--- src/rtl/soc_reset_seq.sv ---
// rtl/soc_reset_seq.sv - PLL lock supervision with staged, filtered domain reset release

// Two-flop synchroniser with asynchronous clear; the output is never used before the second flop
module soc_reset_seq_sync #(
   parameter int WIDTH = 1
) (
   input  logic             clk,
   input  logic             rst_n,
   input  logic [WIDTH-1:0] d,
   output logic [WIDTH-1:0] q
);
   logic [WIDTH-1:0] meta;

   // capture stage then stable stage; both flops clear immediately on reset
   always_ff @(posedge clk or negedge rst_n) begin
      if (!rst_n) begin
         meta <= '0;
         q    <= '0;
      end else begin
         meta <= d;
         q    <= meta;
      end
   end
endmodule

module soc_reset_seq #(
   parameter int NUM_PLL        = 1,
   parameter int NUM_DOMAINS    = 2,
   parameter int LOCK_FILTER    = 16,
   parameter int PLL_RST_CYCLES = 4,
   parameter int STAGE_DELAY    = 8,
   parameter int LOCK_TIMEOUT   = 65535
) (
   input  logic                   io_systemClk,
   input  logic                   io_asyncReset,
   input  logic [NUM_PLL-1:0]     pll_locked,
   input  logic                   sw_reset_req,
   output logic [NUM_PLL-1:0]     pll_rstn,
   output logic [NUM_DOMAINS-1:0] domain_rstn,
   output logic                   mcu_reset,
   output logic                   all_locked,
   output logic                   timeout_err,
   output logic [3:0]             retry_count
);
   localparam int STAGE_TOTAL = STAGE_DELAY * NUM_DOMAINS;
   // counters hold 0..MAX-1 and leave their state before reaching MAX, so clog2(MAX) bits suffice
   localparam int PRW = (PLL_RST_CYCLES > 1) ? $clog2(PLL_RST_CYCLES) : 1;
   localparam int FLW = (LOCK_FILTER    > 1) ? $clog2(LOCK_FILTER)    : 1;
   localparam int TOW = (LOCK_TIMEOUT   > 1) ? $clog2(LOCK_TIMEOUT)   : 1;
   localparam int STW = (STAGE_TOTAL    > 1) ? $clog2(STAGE_TOTAL)    : 1;

   typedef enum logic [1:0] {
      ST_PLL_RST   = 2'd0,
      ST_WAIT_LOCK = 2'd1,
      ST_RELEASE   = 2'd2,
      ST_RUN       = 2'd3
   } state_t;

   logic               rst_n;
   logic [NUM_PLL-1:0] lock_sync;
   logic               lk;

   state_t                 state, state_nxt;
   logic [PRW-1:0]         prst_cnt, prst_nxt;
   logic [FLW-1:0]         filt_cnt, filt_nxt;
   logic [TOW-1:0]         tmo_cnt, tmo_nxt;
   logic [STW-1:0]         stage_cnt, stage_nxt;
   logic                   pll_run, pll_run_nxt;
   logic [NUM_DOMAINS-1:0] dom_nxt;
   logic                   locked_nxt;
   logic                   terr_nxt;
   logic [3:0]             retry_nxt;

   // reset asserts asynchronously and releases two clocks later, clean on io_systemClk
   soc_reset_seq_sync #(.WIDTH(1)) u_rst_sync (
      .clk   (io_systemClk),
      .rst_n (io_asyncReset),
      .d     (1'b1),
      .q     (rst_n)
   );

   // raw lock flags come from the PLLs' own domains
   soc_reset_seq_sync #(.WIDTH(NUM_PLL)) u_lock_sync (
      .clk   (io_systemClk),
      .rst_n (rst_n),
      .d     (pll_locked),
      .q     (lock_sync)
   );

   assign lk        = &lock_sync;
   assign pll_rstn  = {NUM_PLL{pll_run}};
   assign mcu_reset = ~domain_rstn[0];

   // state, counters and all registered outputs
   always_ff @(posedge io_systemClk or negedge rst_n) begin
      if (!rst_n) begin
         state       <= ST_PLL_RST;
         prst_cnt    <= '0;
         filt_cnt    <= '0;
         tmo_cnt     <= '0;
         stage_cnt   <= '0;
         pll_run     <= 1'b0;
         domain_rstn <= '0;
         all_locked  <= 1'b0;
         timeout_err <= 1'b0;
         retry_count <= 4'd0;
      end else begin
         state       <= state_nxt;
         prst_cnt    <= prst_nxt;
         filt_cnt    <= filt_nxt;
         tmo_cnt     <= tmo_nxt;
         stage_cnt   <= stage_nxt;
         pll_run     <= pll_run_nxt;
         domain_rstn <= dom_nxt;
         all_locked  <= locked_nxt;
         timeout_err <= terr_nxt;
         retry_count <= retry_nxt;
      end
   end

   // next-state and next-output decode; lock loss outranks a software request
   always_comb begin
      state_nxt   = state;
      prst_nxt    = prst_cnt;
      filt_nxt    = filt_cnt;
      tmo_nxt     = tmo_cnt;
      stage_nxt   = stage_cnt;
      pll_run_nxt = pll_run;
      dom_nxt     = domain_rstn;
      locked_nxt  = all_locked;
      terr_nxt    = timeout_err;
      retry_nxt   = retry_count;

      case (state)
         ST_PLL_RST: begin
            pll_run_nxt = 1'b0;
            dom_nxt     = '0;
            locked_nxt  = 1'b0;
            if (prst_cnt == PRW'(PLL_RST_CYCLES - 1)) begin
               state_nxt   = ST_WAIT_LOCK;
               pll_run_nxt = 1'b1;
               filt_nxt    = '0;
               tmo_nxt     = '0;
            end else begin
               prst_nxt = prst_cnt + 1'b1;
            end
         end

         ST_WAIT_LOCK: begin
            dom_nxt = '0;
            if (lk && (filt_cnt == FLW'(LOCK_FILTER - 1))) begin
               // this cycle completes the run of consecutive locked cycles
               state_nxt  = ST_RELEASE;
               locked_nxt = 1'b1;
               stage_nxt  = '0;
            end else if (tmo_cnt == TOW'(LOCK_TIMEOUT - 1)) begin
               state_nxt   = ST_PLL_RST;
               pll_run_nxt = 1'b0;
               prst_nxt    = '0;
               terr_nxt    = 1'b1;
               if (retry_count != 4'd15) begin
                  retry_nxt = retry_count + 4'd1;
               end
            end else begin
               tmo_nxt  = tmo_cnt + 1'b1;
               filt_nxt = lk ? (filt_cnt + 1'b1) : '0;
            end
         end

         ST_RELEASE: begin
            if (!lk) begin
               state_nxt   = ST_PLL_RST;
               pll_run_nxt = 1'b0;
               prst_nxt    = '0;
               dom_nxt     = '0;
               locked_nxt  = 1'b0;
            end else if (sw_reset_req) begin
               dom_nxt   = '0;
               stage_nxt = '0;
            end else begin
               // domain k opens on the edge that ends cycle STAGE_DELAY*(k+1) of the staging
               for (int k = 0; k < NUM_DOMAINS; k++) begin
                  if (stage_cnt == STW'(STAGE_DELAY * (k + 1) - 1)) begin
                     dom_nxt[k] = 1'b1;
                  end
               end
               if (stage_cnt == STW'(STAGE_TOTAL - 1)) begin
                  state_nxt = ST_RUN;
               end else begin
                  stage_nxt = stage_cnt + 1'b1;
               end
            end
         end

         ST_RUN: begin
            if (!lk) begin
               state_nxt   = ST_PLL_RST;
               pll_run_nxt = 1'b0;
               prst_nxt    = '0;
               dom_nxt     = '0;
               locked_nxt  = 1'b0;
            end else if (sw_reset_req) begin
               // PLLs stay up; only the domains go back through staging
               state_nxt = ST_RELEASE;
               dom_nxt   = '0;
               stage_nxt = '0;
            end
         end

         default: begin
            state_nxt   = ST_PLL_RST;
            pll_run_nxt = 1'b0;
            prst_nxt    = '0;
            dom_nxt     = '0;
            locked_nxt  = 1'b0;
         end
      endcase
   end
endmodule

--- config.mk ---
export PLATFORM = sky130hd
export DESIGN_NAME = soc_reset_seq
export DESIGN_NICKNAME = d
export VERILOG_FILES = /design/src/rtl/soc_reset_seq.sv
export SDC_FILE = /design/constraint.sdc
export NUM_CORES = 1
export LEC_CHECK = 0
export ABC_AREA = 1
export BUFFER_PORTS_ARGS = -buffer_cell sky130_fd_sc_hd__buf_4
export CAP_MARGIN = 40
export CORE_ASPECT_RATIO = 1.4
export CORE_MARGIN = 2
export CORE_UTILIZATION = 43
export DETAILED_ROUTE_END_ITERATION = 12
export PLACE_DENSITY = 0.63
export SYNTH_ARGS = -nofsm -noshare
export SYNTH_HDL_FRONTEND = slang
export SYNTH_SLANG_ARGS = --single-unit
export TNS_END_PERCENT = 10
--- constraint.sdc ---
create_clock -name io_systemClk -period 1.15 [get_ports io_systemClk]
set_input_delay 0.23 -clock io_systemClk [delete_from_list [all_inputs] [get_ports io_systemClk]]
set_output_delay 0.23 -clock io_systemClk [all_outputs]
set_load 0.02 [all_outputs]
==> flow_summary.json <==
{
  "rsz0062_at_grt": "yes",
  "synth_common_cells": "80 x nand2_1, 41 x dfrtp_1, 30 x nor2_1, 28 x inv_1, 25 x nand3_1",
  "synth_most_common_cell": "nand2_1",
  "crit_arrival_ns": 1.68,
  "setup_violations": 37,
  "grt_pass1_vias": 2285,
  "layoutNonFillerInstCount": 455,
  "drc": 0,
  "coreArea_um2": 5240,
  "synth-seq-area-share": 0.437,
  "tritoncts": "built",
  "async_flop_share": 1.00,
  "diodes": 0,
  "io_buffer_count": 13,
  "hold_viol_final": 0,
  "clock_skew_ns": 0.0116,
  "fp.dieW_um": 66.5,
  "grt_pass1_wl_um": 9610,
  "ant_nets": 0,
  "status": "finished with violations",
  "synth_area_leaders": "dfrtp_1 44%, nand2_1 13%, nand3_1 5.3%",
  "drv_cap": 0,
  "cp-startpoint": "tmo_cnt[0]",
  "fin_crit_sh": 1.31,
  "place_ws_ns": -0.416,
  "fin_tns_setup_ns": -9.87,
  "ir_drop_mv": 0.750,
  "drt_iter0_drc": 70,
  "start_util": 0.449,
  "grt_usage": 0.203,
  "power.leakage_uw": 0.00160,
  "cts-root-buf": "clkbuf_8",
  "numCtsBuffers": 5,
  "yosysTopAreaCell": "dfrtp_1",
  "drt_wl_total_um": 5500,
  "clock.fmax_mhz": 663,
  "syn_area_um2": 2350,
  "grt_max_degree": 40,
  "synth-edff-count": 0,
  "firstDrtPassIters": 4,
  "synth_area_per_cell_um2": 7.99,
  "wire_per_inst_um": 12.1,
  "fin_hold_ws_ns": 0.0511,
  "syn-instance-count": 294,
  "yosys.area.top_type_share": 0.437,
  "cts_buffer_depth": 2,
  "area_growth_pct": 41.1,
  "rows": 31,
  "yosysUniqueCellTypes": 32,
  "slew_violations": 0,
  "fp.dieArea_um2": 6080,
  "final_nets": 398,
  "io_pins": 14,
  "overflow": 0,
  "drive_gt1_frac": 0.378,
  "fill_cells": 464,
  "place_congestion": 0.823,
  "critPathCaptureType": "flip-flop",
  "worstHoldPathType": "input port to flip-flop",
  "ys.flop_type": "dfrtp_1",
  "antenna_found_initial": 0,
  "ys_warn_count": 0,
  "worstPathRequired_ns": 1.32,
  "dr_total_vias": 2239,
  "path_class": "flip-flop to flip-flop",
  "syn_nets": 304,
  "chipHeight_um": 91.5,
  "placed_cells": 442,
  "setup_ws_ns": -0.358,
  "ys_ff_latch": 41,
  "clock-sinks": 41,
  "dp_hpwl_um": 4020,
  "htreeDepth": 2,
  "r2r-start": "tmo_cnt[0]",
  "path_clk_slew_ns": 0.07,
  "vias_per_cell": 4.92,
  "clk_latency_ns": 0.29,
  "powerDensity_nw_per_um2": 1070,
  "period_minus_slack_ns": 1.51,
  "cp-start-kind": "flip-flop",
  "critical_path.max_fanout": 13,
  "min_from": "pll_locked",
  "violations": "setup timing"
}
## worst max-delay path, stage by stage (launching register included)
cell and delay, ns:
dfrtp_1 0.40, inv_2 0.09, ha_4 0.13, inv_2 0.03, nor2_2 0.08, nand2_2 0.10
nor2_4 0.19, nand2_4 0.14, nand2_8 0.16, o21ai_2 0.07
## registers in the layout, summed over array words and instances, names as in the netlist
name              count
timeout_err           1
stage_cnt             4
u_rst_sync.q          1
domain_rstn           2
pll_rstn              1
u_lock_sync.q         1
filt_cnt              4
u_lock_sync.meta      1
state                 2
prst_cnt              2
retry_count           4
tmo_cnt              16
all_locked            1
u_rst_sync.meta       1
## path summary, 6_finish.rpt
path	slack, ns	cells past startpoint	end
max in group asynchronous	0.68	1	state[1]
min in group asynchronous	0.25	2	u_rst_sync.meta
setup reg to reg	-0.36	9	filt_cnt[0]
hold / removal	0.05	1	u_lock_sync.meta
setup / recovery	-0.36	9	filt_cnt[0]
hold reg to reg	0.26	1	tmo_cnt[13]
## cell type report
type | instances | area [µm²] | area share
inverter | 31 | 116 | 0.0351
clock buffer | 6 | 72.6 | 0.0219
tap | 66 | 82.6 | 0.0249
sequential | 41 | 1030 | 0.310
timing repair buffer | 89 | 709 | 0.214
clock inverter | 2 | 10.0 | 0.00302
multi-input combinational | 220 | 1290 | 0.391
## metal layers
layer / track usage / wire [µm]
met1: 0.220 / 2140
met2: 0.386 / 3170
met5: 0 / 0
met4: 0.0595 / 47
met3: 0.0335 / 131
## logic make-up after synthesis
logic type,after synthesis,share of synthesized area
compound gates,41,0.111
xor+xnor,9,0.0335
fa+ha+maj,6,0.0319
buf+inv,35,0.0682
flops,41,0.437
mux,1,0.00426
other cells,1,0.00160
simple gates,160,0.313
## metrics by stage
stage                util  power, µW  area (µm²)
finish              0.633       3540        3310
floorplan               -       2120        2350
CTS                 0.615       3540        3220
detailed placement  0.582       2570        3050
global route        0.633       3790        3310
global placement    0.582       2540        3050
## report_power, final
group          leakage, µW  switching (µW)  total (µW)  internal [µW]
sequential        0.000524            91.0        1660           1570
clock            0.0000450             498         919            421
combinational      0.00104             477         954            476
## repair_timing
| item | 4_1_cts | 5_1_grt |
|---|---|---|
| gates resized for setup | 21 | 16 |
| cloned | 0 | 2 |
| buffers inserted | 1 | 2 |
| setup endpoints to repair | 38 | 40 |
| hold buffers | 1 | 0 |
| pin swaps | 6 | 10 |
| hold endpoints to repair | 2 | 0 |
## layout by cell type (no fill, tap or decap), types with 4 or more instances in the layout
cell      synthesis  layout
buf_4             0      80
nand2_1          80      76
dfrtp_1          41      39
nor2_1           30      27
inv_1            28      25
nand3_1          25      23
o21ai_2          12      12
o21ai_1           6       8
o21ai_0          11       8
nand2_2           3       7
buf_6             0       7
inv_2             3       6
nor3_1            6       6
nor2_4            4       5
nand4_1           5       5
xor2_1            5       5
clkbuf_8          0       5
a21oi_1           7       4
xnor2_1           4       4
Note: power is estimated with default switching activity, not from simulation.
